**src/rtl/spi_mst_seq.sv**
```systemverilog
// spi_mst_seq: SPI master sequencer for 16-bit cmd/address/data frames.
// It turns one-byte host reads/writes on a 12-bit address space into one or
// two SPI frames. A shadow of the slave's address pointer and prefetch state
// lets sequential accesses use a single frame.
// Ports:
//   clk, rst          system clock, synchronous active-high reset
//   req_valid/ready   host request handshake
//   req_wr            1 = write, 0 = read
//   req_adr           12-bit byte address
//   req_wdata         8-bit write data
//   sh_clr            pulse that invalidates the shadow state
//   rsp_valid         one-cycle completion pulse
//   rsp_rdata         read data (8'h00 for writes)
//   busy              high from accept through the rsp_valid cycle
//   spi_clk           SPI clock, idles low
//   spi_en_n          active-low chip enable
//   spi_mosi          frame bit out, MSB first
//   spi_miso          slave data in
module spi_mst_seq #(
   parameter int CLK_DIV = 4,
   parameter int CS_GAP  = 4
) (
   input  logic        clk,
   input  logic        rst,
   input  logic        req_valid,
   output logic        req_ready,
   input  logic        req_wr,
   input  logic [11:0] req_adr,
   input  logic [7:0]  req_wdata,
   input  logic        sh_clr,
   output logic        rsp_valid,
   output logic [7:0]  rsp_rdata,
   output logic        busy,
   output logic        spi_clk,
   output logic        spi_en_n,
   output logic        spi_mosi,
   input  logic        spi_miso
);

   localparam logic [15:0] DIV_M1 = 16'(CLK_DIV - 1);
   localparam logic [15:0] GAP_M1 = 16'(CS_GAP - 1);

   typedef enum logic [2:0] {
      IDLE, SETUP, SHIFT, HOLD, GAP, DONE
   } state_t;

   state_t      state;
   state_t      state_nx;
   logic [15:0] cnt;
   logic [3:0]  bit_cnt;
   logic        hi;
   logic        wr_q;
   logic [11:0] adr_q;
   logic [7:0]  wdata_q;
   logic        first;
   logic [15:0] sreg;
   logic [7:0]  rx;
   logic [7:0]  rdata_q;
   logic [11:0] adr_sh;
   logic        sh_valid;
   logic        pf_valid;
   logic        clr_pend;

   logic        accept;
   logic        hit;
   logic        div_end;
   logic        gap_end;
   logic        restart;
   logic [15:0] frame_lo;
   logic [15:0] req_lo;
   logic [15:0] req_hi;

   assign accept  = req_valid & req_ready;
   assign div_end = (cnt == DIV_M1);
   assign gap_end = (cnt == GAP_M1);

   // A shadow clear arriving with the request forces the long sequence.
   assign hit = ~sh_clr & (req_adr == adr_sh) &
                (req_wr ? sh_valid : pf_valid);

   assign frame_lo = wr_q ? {8'hB0, wdata_q} : 16'h3000;
   assign req_lo   = req_wr ? {8'hB0, req_wdata} : 16'h3000;
   assign req_hi   = {(req_wr ? 4'hC : 4'hD), req_adr};

   // Counter restarts on every state change and every SPI half-period.
   assign restart = (state_nx != state) | ((state == SHIFT) & div_end);

   always_comb begin
      state_nx = state;
      unique case (state)
         IDLE:    if (accept) state_nx = SETUP;
         SETUP:   if (div_end) state_nx = SHIFT;
         SHIFT:   if (div_end & ~hi & (bit_cnt == 4'd15)) state_nx = HOLD;
         HOLD:    if (div_end) state_nx = GAP;
         GAP:     if (gap_end) state_nx = first ? SETUP : DONE;
         DONE:    state_nx = IDLE;
         default: state_nx = IDLE;
      endcase
   end

   always_comb begin
      req_ready = (state == IDLE) & ~rst;
      rsp_valid = (state == DONE);
      busy      = (state != IDLE) | accept;
      spi_en_n  = ~((state == SETUP) | (state == SHIFT) | (state == HOLD));
      spi_clk   = (state == SHIFT) & hi;
      spi_mosi  = ~spi_en_n & sreg[15];
      rsp_rdata = rdata_q;
   end

   always_ff @(posedge clk) begin
      if (rst) begin
         state    <= IDLE;
         cnt      <= '0;
         bit_cnt  <= '0;
         hi       <= 1'b1;
         wr_q     <= 1'b0;
         adr_q    <= '0;
         wdata_q  <= '0;
         first    <= 1'b0;
         sreg     <= '0;
         rx       <= '0;
         rdata_q  <= '0;
         adr_sh   <= '0;
         sh_valid <= 1'b0;
         pf_valid <= 1'b0;
         clr_pend <= 1'b0;
      end else begin
         state <= state_nx;
         cnt   <= restart ? '0 : cnt + 16'd1;

         if (state == IDLE && accept) begin
            wr_q    <= req_wr;
            adr_q   <= req_adr;
            wdata_q <= req_wdata;
            first   <= ~hit;
            sreg    <= hit ? req_lo : req_hi;
         end

         if (state == SETUP) begin
            hi      <= 1'b1;
            bit_cnt <= '0;
         end

         if (state == SHIFT && div_end) begin
            hi <= ~hi;
            if (hi) begin
               sreg <= {sreg[14:0], 1'b0};
               rx   <= {rx[6:0], spi_miso};
            end else begin
               bit_cnt <= bit_cnt + 4'd1;
            end
         end

         if (state == GAP && gap_end) begin
            if (first) begin
               first <= 1'b0;
               sreg  <= frame_lo;
            end else begin
               rdata_q <= wr_q ? 8'h00 : rx;
            end
         end

         // A clear seen while busy wins over the completion update.
         if (state == DONE) begin
            clr_pend <= 1'b0;
            if (clr_pend | sh_clr) begin
               adr_sh   <= '0;
               sh_valid <= 1'b0;
               pf_valid <= 1'b0;
            end else begin
               adr_sh   <= adr_q + 12'd1;
               sh_valid <= 1'b1;
               pf_valid <= ~wr_q;
            end
         end else if (sh_clr) begin
            if (state == IDLE) begin
               adr_sh   <= '0;
               sh_valid <= 1'b0;
               pf_valid <= 1'b0;
            end else begin
               clr_pend <= 1'b1;
            end
         end
      end
   end

endmodule

```
**config.mk**
```make
export PLATFORM = sky130hd
export DESIGN_NAME = spi_mst_seq
export DESIGN_NICKNAME = d
export VERILOG_FILES = /design/src/rtl/spi_mst_seq.sv
export SDC_FILE = /design/constraint.sdc
export NUM_CORES = 1
export LEC_CHECK = 0
export ABC_CLOCK_PERIOD_IN_PS = 2500
export CORE_UTILIZATION = 46
export CTS_CLUSTER_SIZE = 28
export DETAILED_ROUTE_END_ITERATION = 12
export PLACE_DENSITY_LB_ADDON = 0.25
export SYNTH_ARGS = -nofsm -noshare
export SYNTH_HDL_FRONTEND = slang
export SYNTH_SLANG_ARGS = --single-unit
```
**constraint.sdc**
```tcl
create_clock -name clk -period 2.5 [get_ports clk]
set_clock_uncertainty 0.2 [all_clocks]
set_input_delay 0.375 -clock clk [delete_from_list [all_inputs] [get_ports clk]]
set_output_delay 0.375 -clock clk [all_outputs]
set_load 0.005 [all_outputs]
```
# [Yosys cells after proc, flatten, opt, wreduce, memory -nomap -nowiden]
# Cells that the tools add are included.
[totals] reg_bits=93 input_bits=26 out_inout_bits=14 elab_cells=99
[op_classes] n_addsub=3 n_eq_ne=9 muxes=36 bitwise=22 reduce_logical=14
[op_table] cell="2-to-1 mux 16 bit" count=8
[op_table] cell="2-to-1 mux 12 bit" count=4
[op_table] cell="2-to-1 mux 3 bit" count=6
[op_table] cell="adder 16 x 1 -> 16 bit (second input constant)" count=1
[op_table] cell="equality test 16 x 2 -> 1 bit (second input constant)" count=1
[op_table] cell="case mux 3 bit (5 select lines)" count=1
[op_table] cell="2-to-1 mux 1 bit" count=13
[op_table] cell="adder 12 x 1 -> 12 bit (second input constant)" count=1
[op_table] cell="equality test 12 bit" count=1
[op_table] cell="2-to-1 mux 4 bit" count=3
[op_table] cell="AND 1 bit" count=9
[op_table] cell="2-to-1 mux 8 bit" count=1
[op_table] cell="NOT 1 bit" count=8
[op_table] cell="AND reduction 2 bit" count=4
[op_table] cell="equality test 3 x 2 -> 1 bit (second input constant)" count=2
[op_table] cell="equality test 3 bit (second input constant)" count=2
[op_table] cell="nonzero test 2 bit" count=3
[op_table] cell="bitwise OR 1 bit" count=5
[op_table] cell="adder 4 x 1 -> 4 bit (second input constant)" count=1
[op_table] cell="equality test 4 bit (second input constant)" count=1
[op_table] cell="OR reduction 2 bit" count=2
[op_table] cell="equality test 3 x 1 -> 1 bit (second input constant)" count=1
[op_table] cell="logical AND 1 bit" count=3
[op_table] cell="logical NOT 3 bit" count=1
[op_table] cell="other kinds (2)" count=2

# [Logic depth before layout (Yosys ltp)]
# Gate-level depths: netlist of run 1.
[depth] word_depth=9 mapped_depth=9 mapped_depth_nobuf=7

# [Worst setup path before layout of run 1]
# OpenSTA, ideal clock, no wires.
[synth_path] path_type="reg2reg" start="register cnt[0]" end="register sreg[4]" t_arrival_ns=1.858 t_required_ns=2.180 setup_slack_ns=0.323 stages_incl_launch_ff=9 path_buffers=1 period_less_slack_ns=2.177 cell_sequence="dfxtp_1 -> ha_1 -> nor4b_4 -> nand4_4 -> or3_1 -> buf_2 -> nand3_1 -> a21oi_1 -> a211o_1"
[synth_via] elab_chain_cells=5
[synth_rtl] item="start: declaration" line="49" source="logic [15:0] cnt;"
[synth_rtl] item="start signal: assignment" line="130" source="cnt <= restart ? '0 : cnt + 16'd1;"
[synth_rtl] item="equality test 16 x 2 -> 1 bit *" line="74, 75"
[synth_rtl] item="logical AND 1 bit" line="145" source="if (state == SHIFT && div_end) begin"
[synth_rtl] item="2-to-1 mux 16 bit" line="145"
[synth_rtl] item="2-to-1 mux 16 bit" line="156" source="if (first) begin"
[synth_rtl] item="2-to-1 mux 16 bit *" line="155" source="if (state == GAP && gap_end) begin"
[synth_rtl] item="end signal: assignment" line="137" source="sreg <= hit ? req_lo : req_hi;"
[synth_rtl] item="end signal: assignment" line="148" source="sreg <= {sreg[14:0], 1'b0};"
[synth_rtl] item="end signal: assignment" line="158" source="sreg <= frame_lo;"
[synth_rtl] item="end: declaration" line="56" source="logic [15:0] sreg;"
# Every way passes the cells marked *; elsewhere a longest branch is shown, timed or not.
# A chain may end at the register's enable or synchronous reset.

# [Final worst setup path of run 1]
[layout_path] start="register state[1]" end="output spi_mosi"
[layout_via] elab_chain_cells=4
[layout_rtl] item="start: declaration" line="47" source="state_t state;"
[layout_rtl] item="start signal: assignment" line="129" source="state <= state_nx;"
[layout_rtl] item="equality test 3 x 1 -> 1 bit / equality test 3 x 2 -> 1 bit (equally long branches)" line="105" source="spi_en_n = ~((state == SETUP) | (state == SHIFT) | (state == HOLD));"
[layout_rtl] item="bitwise OR 1 bit" line="105"
[layout_rtl] item="bitwise OR 1 bit *" line="105"
[layout_rtl] item="AND 1 bit *" line="107" source="spi_mosi = ~spi_en_n & sreg[15];"
[layout_rtl] item="end: declaration" line="36" source="output logic spi_mosi,"
# Marked as above.

==> metrics.csv, run 1 <==
metric,value,unit
status,"finished, violations left",
violations,design-rule violations,
diodes,0,
syn-instance-count,506,
drive_above_1_share,0.1263,
cts_buffers,9,
htree_levels,3,
crit_chain,"nor2_1, or2_2, nor2_1, clkdlybuf4s50_1",
die_h,98.34,um
synthTopCellsByCount,"dfxtp_1, nand2_1, nor2_1",
hold_depth,1,
cp_top_family,simple AND/OR/NAND/NOR gates,
fmaxAchievable,409.4,MHz
antenna_found_initial,0,
cp_data_arrival_time,1870,ps
crit_top_cell,nor2_1,
synth_edf_count,0,
rr_worst_depth,7,
synthArstFlopShare,0,
nNetsFinal,586,
stdcell_count,670,
start_kind,register,
rsz0062_at_grt,no,
clk-insertion-delay-late,360,ps
synth_seq_cells,93,
synth.net_count,535,
ctsLongestPathBuffers,2,
cp-end-kind,primary output,
yosysMostFrequentCell,dfxtp_1,
hpwl,7247,um
die_area,9670,um2
route.final.wire_length,10230,um
overflow,0,
cts_root_buf,clkbuf_8,
portBuffers,39,
ys_types,51,
power_density,585.6,nW/um2
worst-path-buf-inv,1,
route.vias.total,3681,
p_total,3.016,mW
clock_sinks,93,
leakage,2.002,nW
finalHoldViolCount,0,
min_path_type,register to register,
avgRoutedWirePerCell,15.27,um
syn-cell-area,4269,um2
slew_viol_final,0,
synth.top_cell.area_share,0.4361,
dp_cells,654,
ios,40,
drt_iter0_drc,225,
ir_worst_vdd,0.0003061,V
maxSlewHeadroom,0.5458,
die_x,98.34,um
yosysWarnings,0,
cts_tree,built,
post-route-period-util,0.9770,
place_congestion,0.8550,
cp_max_fo,10,
worstMarginPinSlew,681.3,ps
fin_crit,2443,ps
maxCapViolCount,0,
grt_max_degree,67,
synth.area.top_cells,"dfxtp_1, nand2_1, nor2_1",
grt_pass1_wl,16920,um
yosys.area.top_type,dfxtp_1,
cp.depth,4,
fill_cells,781,
ys_seq_area_frac,0.4361,
worstPathRequired,1920,ps
cpMaxStageDelayCell,clkdlybuf4s50_1,
path_clk_slew,100,ps
grt_pass1_vias,3485,
setup_viol,0,
via_per_inst,5.494,
track_usage,0.2189,
drt_first_pass_iters,8,
critical_path_class,register to primary output,
hold_buffers,0,
fin_ws,57.43,ps
drc_errors,1,
fin_util,0.5822,
start_util,0.4825,
syn_area_per_cell,8.437,um2
cpPeakStageDelay,500,ps
antenna_left,0,
syn_to_final_growth,20.66,%
hold_ws,244.7,ps
ys.flop_type,dfxtp_1,
core_area,8848,um2
rows,34,
dp_slack,-216.0,ps
==> metrics by stage <==
stage	area [um2]	setup TNS, ps
floorplan	4269	0
global placement	4911	-793.2
detailed placement	4911	-1659
CTS	5146	0
global route	5151	0
finish	5151	0
==> final timing paths <==
| kind | from | to | slack (ps) |
|---|---|---|---|
| max | state[1] | spi_mosi | 60 |
| min | cnt[0] | cnt[0] | 240 |
| max reg2reg | cnt[0] | sreg[7] | 160 |
| min reg2reg | cnt[0] | cnt[0] | 240 |
==> routing by layer <==
metal,track usage,routed length (um)
met1,0.3009,4831
met4,0.08037,159
met5,0,0
met2,0.3451,4809
met3,0.03865,426
==> power by group <==
group          internal (mW)  switching (mW)
Sequential              1.53          0.0440
Combinational          0.147           0.152
Clock                  0.599           0.543
Total                   2.28           0.739
==> state kept, by name, summed over array words and instances (netlist names) <==
signal and cells:
adr_q 12, adr_sh 12, bit_cnt 4, clr_pend 1
cnt 16, first 1, hi 1, pf_valid 1
rsp_rdata 8, rx 8, sh_valid 1, sreg 16
state 3, wdata_q 8, wr_q 1
==> cells in the final DEF, fill, tap and decap left out, drive strengths merged, types with 4 or more instances in the layout <==
cell type       n
o211ai          5
nor4            8
nand3b         23
nand3          15
inv            11
clkdlybuf4s50  38
nand2          90
and3           10
o21ai           9
nor2           55
nand4           5
dfxtp          93
nor3           13
a31oi           5
xor2           20
a221oi          6
a22o            4
a21oi          35
a22oi          14
clkbuf         10
buf            34
xnor2          17
or3             4
==> area by class of cell <==
| class | instances | area (um2) | area share |
|---|---|---|---|
| tap | 108 | 135.1 | 0.02623 |
| clock inverter | 6 | 93.84 | 0.01822 |
| inverter | 9 | 33.78 | 0.006558 |
| sequential | 93 | 1866 | 0.3622 |
| multi-input combinational | 372 | 2240 | 0.4348 |
| timing repair buffer | 72 | 645.6 | 0.1253 |
| clock buffer | 10 | 137.6 | 0.02672 |
==> cell families after synthesis <==
group           after synthesis  share of synthesized area
fa+ha+maj                     3                   0.008793
buf+inv                      41                    0.04162
compound gates               90                     0.1375
simple gates                239                     0.2925
xor+xnor                     37                    0.07591
mux                           3                   0.007620
flops                        93                     0.4361
==> repair_timing <==
| item | in CTS | in global routing |
|---|---|---|
| gates resized for setup | 3 | 2 |
| setup buffers | 0 | 0 |
| endpoints found under the setup margin | 2 | 4 |
Note: power is estimated with default switching activity, not from simulation.
==> run 2: changes to the inputs <==
--- a/config.mk
+++ b/config.mk
@@ -7,6 +7,7 @@
 export LEC_CHECK = 0
 export ABC_CLOCK_PERIOD_IN_PS = 2500
 export CORE_UTILIZATION = 46
+export CTS_BUF_LIST = sky130_fd_sc_hd__clkbuf_16
 export CTS_CLUSTER_SIZE = 28
 export DETAILED_ROUTE_END_ITERATION = 12
 export PLACE_DENSITY_LB_ADDON = 0.25
==> metrics.csv, run 2 (synthesis results as in run 1) <==
metric,value,unit,change
portBuffers,39,,unchanged
fin_crit,2416,ps,-26.93 ps
min_path_type,register to register,,
clk-insertion-delay-late,330,ps,-30 ps
setup_viol,0,,unchanged
hold_buffers,0,,unchanged
finalHoldViolCount,0,,unchanged
worstPathRequired,1920,ps,about the same
htree_levels,3,,unchanged
die_x,98.34,um,unchanged
track_usage,0.2201,,+0.001190
fill_cells,760,,-2.7%
overflow,0,,unchanged
maxSlewHeadroom,0.5531,,+0.007290
via_per_inst,5.555,,+1.1%
biggestRegsByFlops,"cnt (16), sreg (16)",,
slew_viol_final,0,,unchanged
endpoint,spi_mosi,,
power_density,636.3,nW/um2,+8.7%
start_util,0.4825,,unchanged
cp_data_arrival_time,1840,ps,-30 ps
core_area,8848,um2,unchanged
path_clk_slew,70,ps,-30 ps
avgRoutedWirePerCell,15.36,um,+0.64%
critPathLaunch,state[1],,
clock_sinks,93,,unchanged
post-cts-setup-buffers,0,,unchanged
violations,design-rule violations,,
drt_first_pass_iters,9,,+1
status,"finished, violations left",,
p_total,3.342,mW,+11%
post-route-period-util,0.9663,,-0.01077
route.final.wire_length,10290,um,+0.64%
ios,40,,unchanged
hpwl,7247,um,unchanged
r2r_slack,190,ps,+30 ps
maxCapViolCount,0,,unchanged
rr_startpoint,cnt[0],,
final_common_cell,dfxtp_1,,
route.vias.total,3722,,+1.1%
stdcell_count,670,,unchanged
fin_tns_setup,0,ps,unchanged
diodes,0,,unchanged
fmaxAchievable,414.0,MHz,+1.1%
mostFrequentLayoutCells,"dfxtp_1, nand2_1, nor2_1",,
cp_max_fo,10,,unchanged
worstMarginPinSlew,670.4,ps,-10.93 ps
antenna_found_initial,0,,unchanged
drt_iter0_drc,263,,+17%
nNetsFinal,586,,unchanged
ctsLongestPathBuffers,2,,unchanged
leakage,2.045,nW,+2.2%
critical_path_class,register to primary output,,
ir_worst_vdd,0.0004079,V,+33%
antenna_left,0,,unchanged
drive_above_1_share,0.1246,,-0.001779
drc_errors,1,,unchanged
cp-end-kind,primary output,,
dp_slack,-216.0,ps,unchanged
fin_ws,84.36,ps,+26.93 ps
place_congestion,0.8550,,unchanged
grt_max_degree,67,,unchanged
cts_buffers,9,,unchanged
r2r-end,sreg[7],,
grt_pass1_wl,17070,um,+0.90%
die_area,9670,um2,unchanged
fin_util,0.5935,,+0.01131
cts_root_buf,clkbuf_16,,
rr_worst_depth,7,,unchanged
cts_tree,built,,
rows,34,,unchanged
rsz0062_at_grt,no,,
grt_pass1_vias,3505,,+0.57%
syn_to_final_growth,23.01,%,
start_kind,register,,
die_h,98.34,um,unchanged
dp_cells,654,,unchanged
[run 2: final cells by class]
cell class	count	area, um2	share of cell area
Multi-Input combinational cell	372	2248	0.4282
Sequential cell	93	1866	0.3553
Timing Repair Buffer	72	645.6	0.1229
Clock buffer	9	225.2	0.04289
Tap cell	108	135.1	0.02573
Clock inverter	7	97.59	0.01858
Inverter	9	33.78	0.006433
[run 2: critical path, cell delays in order, from the launching register on]
cell,delay (ps)
dfxtp_2,450
nor2_1,120
or2_2,330
nor2_1,100
clkdlybuf4s50_1,500
[run 2: how the worst min path moves through the flow]
stage | startpoint | endpoint | slack (ps) | depth (start not counted)
6_report | cnt[0] | cnt[0] | 240 | 1
5_1_grt | cnt[0] | cnt[0] | 270 | 1
4_1_cts | cnt[0] | cnt[0] | 240 | 1
3_5_place_dp | cnt[0] | cnt[0] | 230 | 1
3_3_place_gp | cnt[0] | cnt[0] | 230 | 1
2_1_floorplan | cnt[0] | cnt[0] | 210 | 1
[run 2: metrics by stage]
stage	hold WS, ps	area [um2]
after CTS	241.1	5236
after global placement	225.4	4911
after global routing	271.5	5251
after detailed placement	232.0	4911
final	240.6	5251
after floorplan	213.2	4269
[run 2: where the power goes]
group	switching, mW	internal [mW]	total (mW)
Combinational	0.153	0.148	0.301
Clock	0.582	0.881	1.46
Sequential	0.0444	1.53	1.58
[run 2: per-layer routing]
layer / track usage / up-vias / part of all wire
met1: 0.3012 / 1752 / 0.46
met3: 0.03364 / 15 / 0.048
met4: 0.07577 / 0 / 0.015
met5: 0 / - / 0
met2: 0.3548 / 100 / 0.47
li1: - / 1855 / -
[run 2: what timing repair did]
item,4_1_cts,5_1_grt
resized for setup,2,4
setup endpoints to repair,1,4
pin swaps,0,0
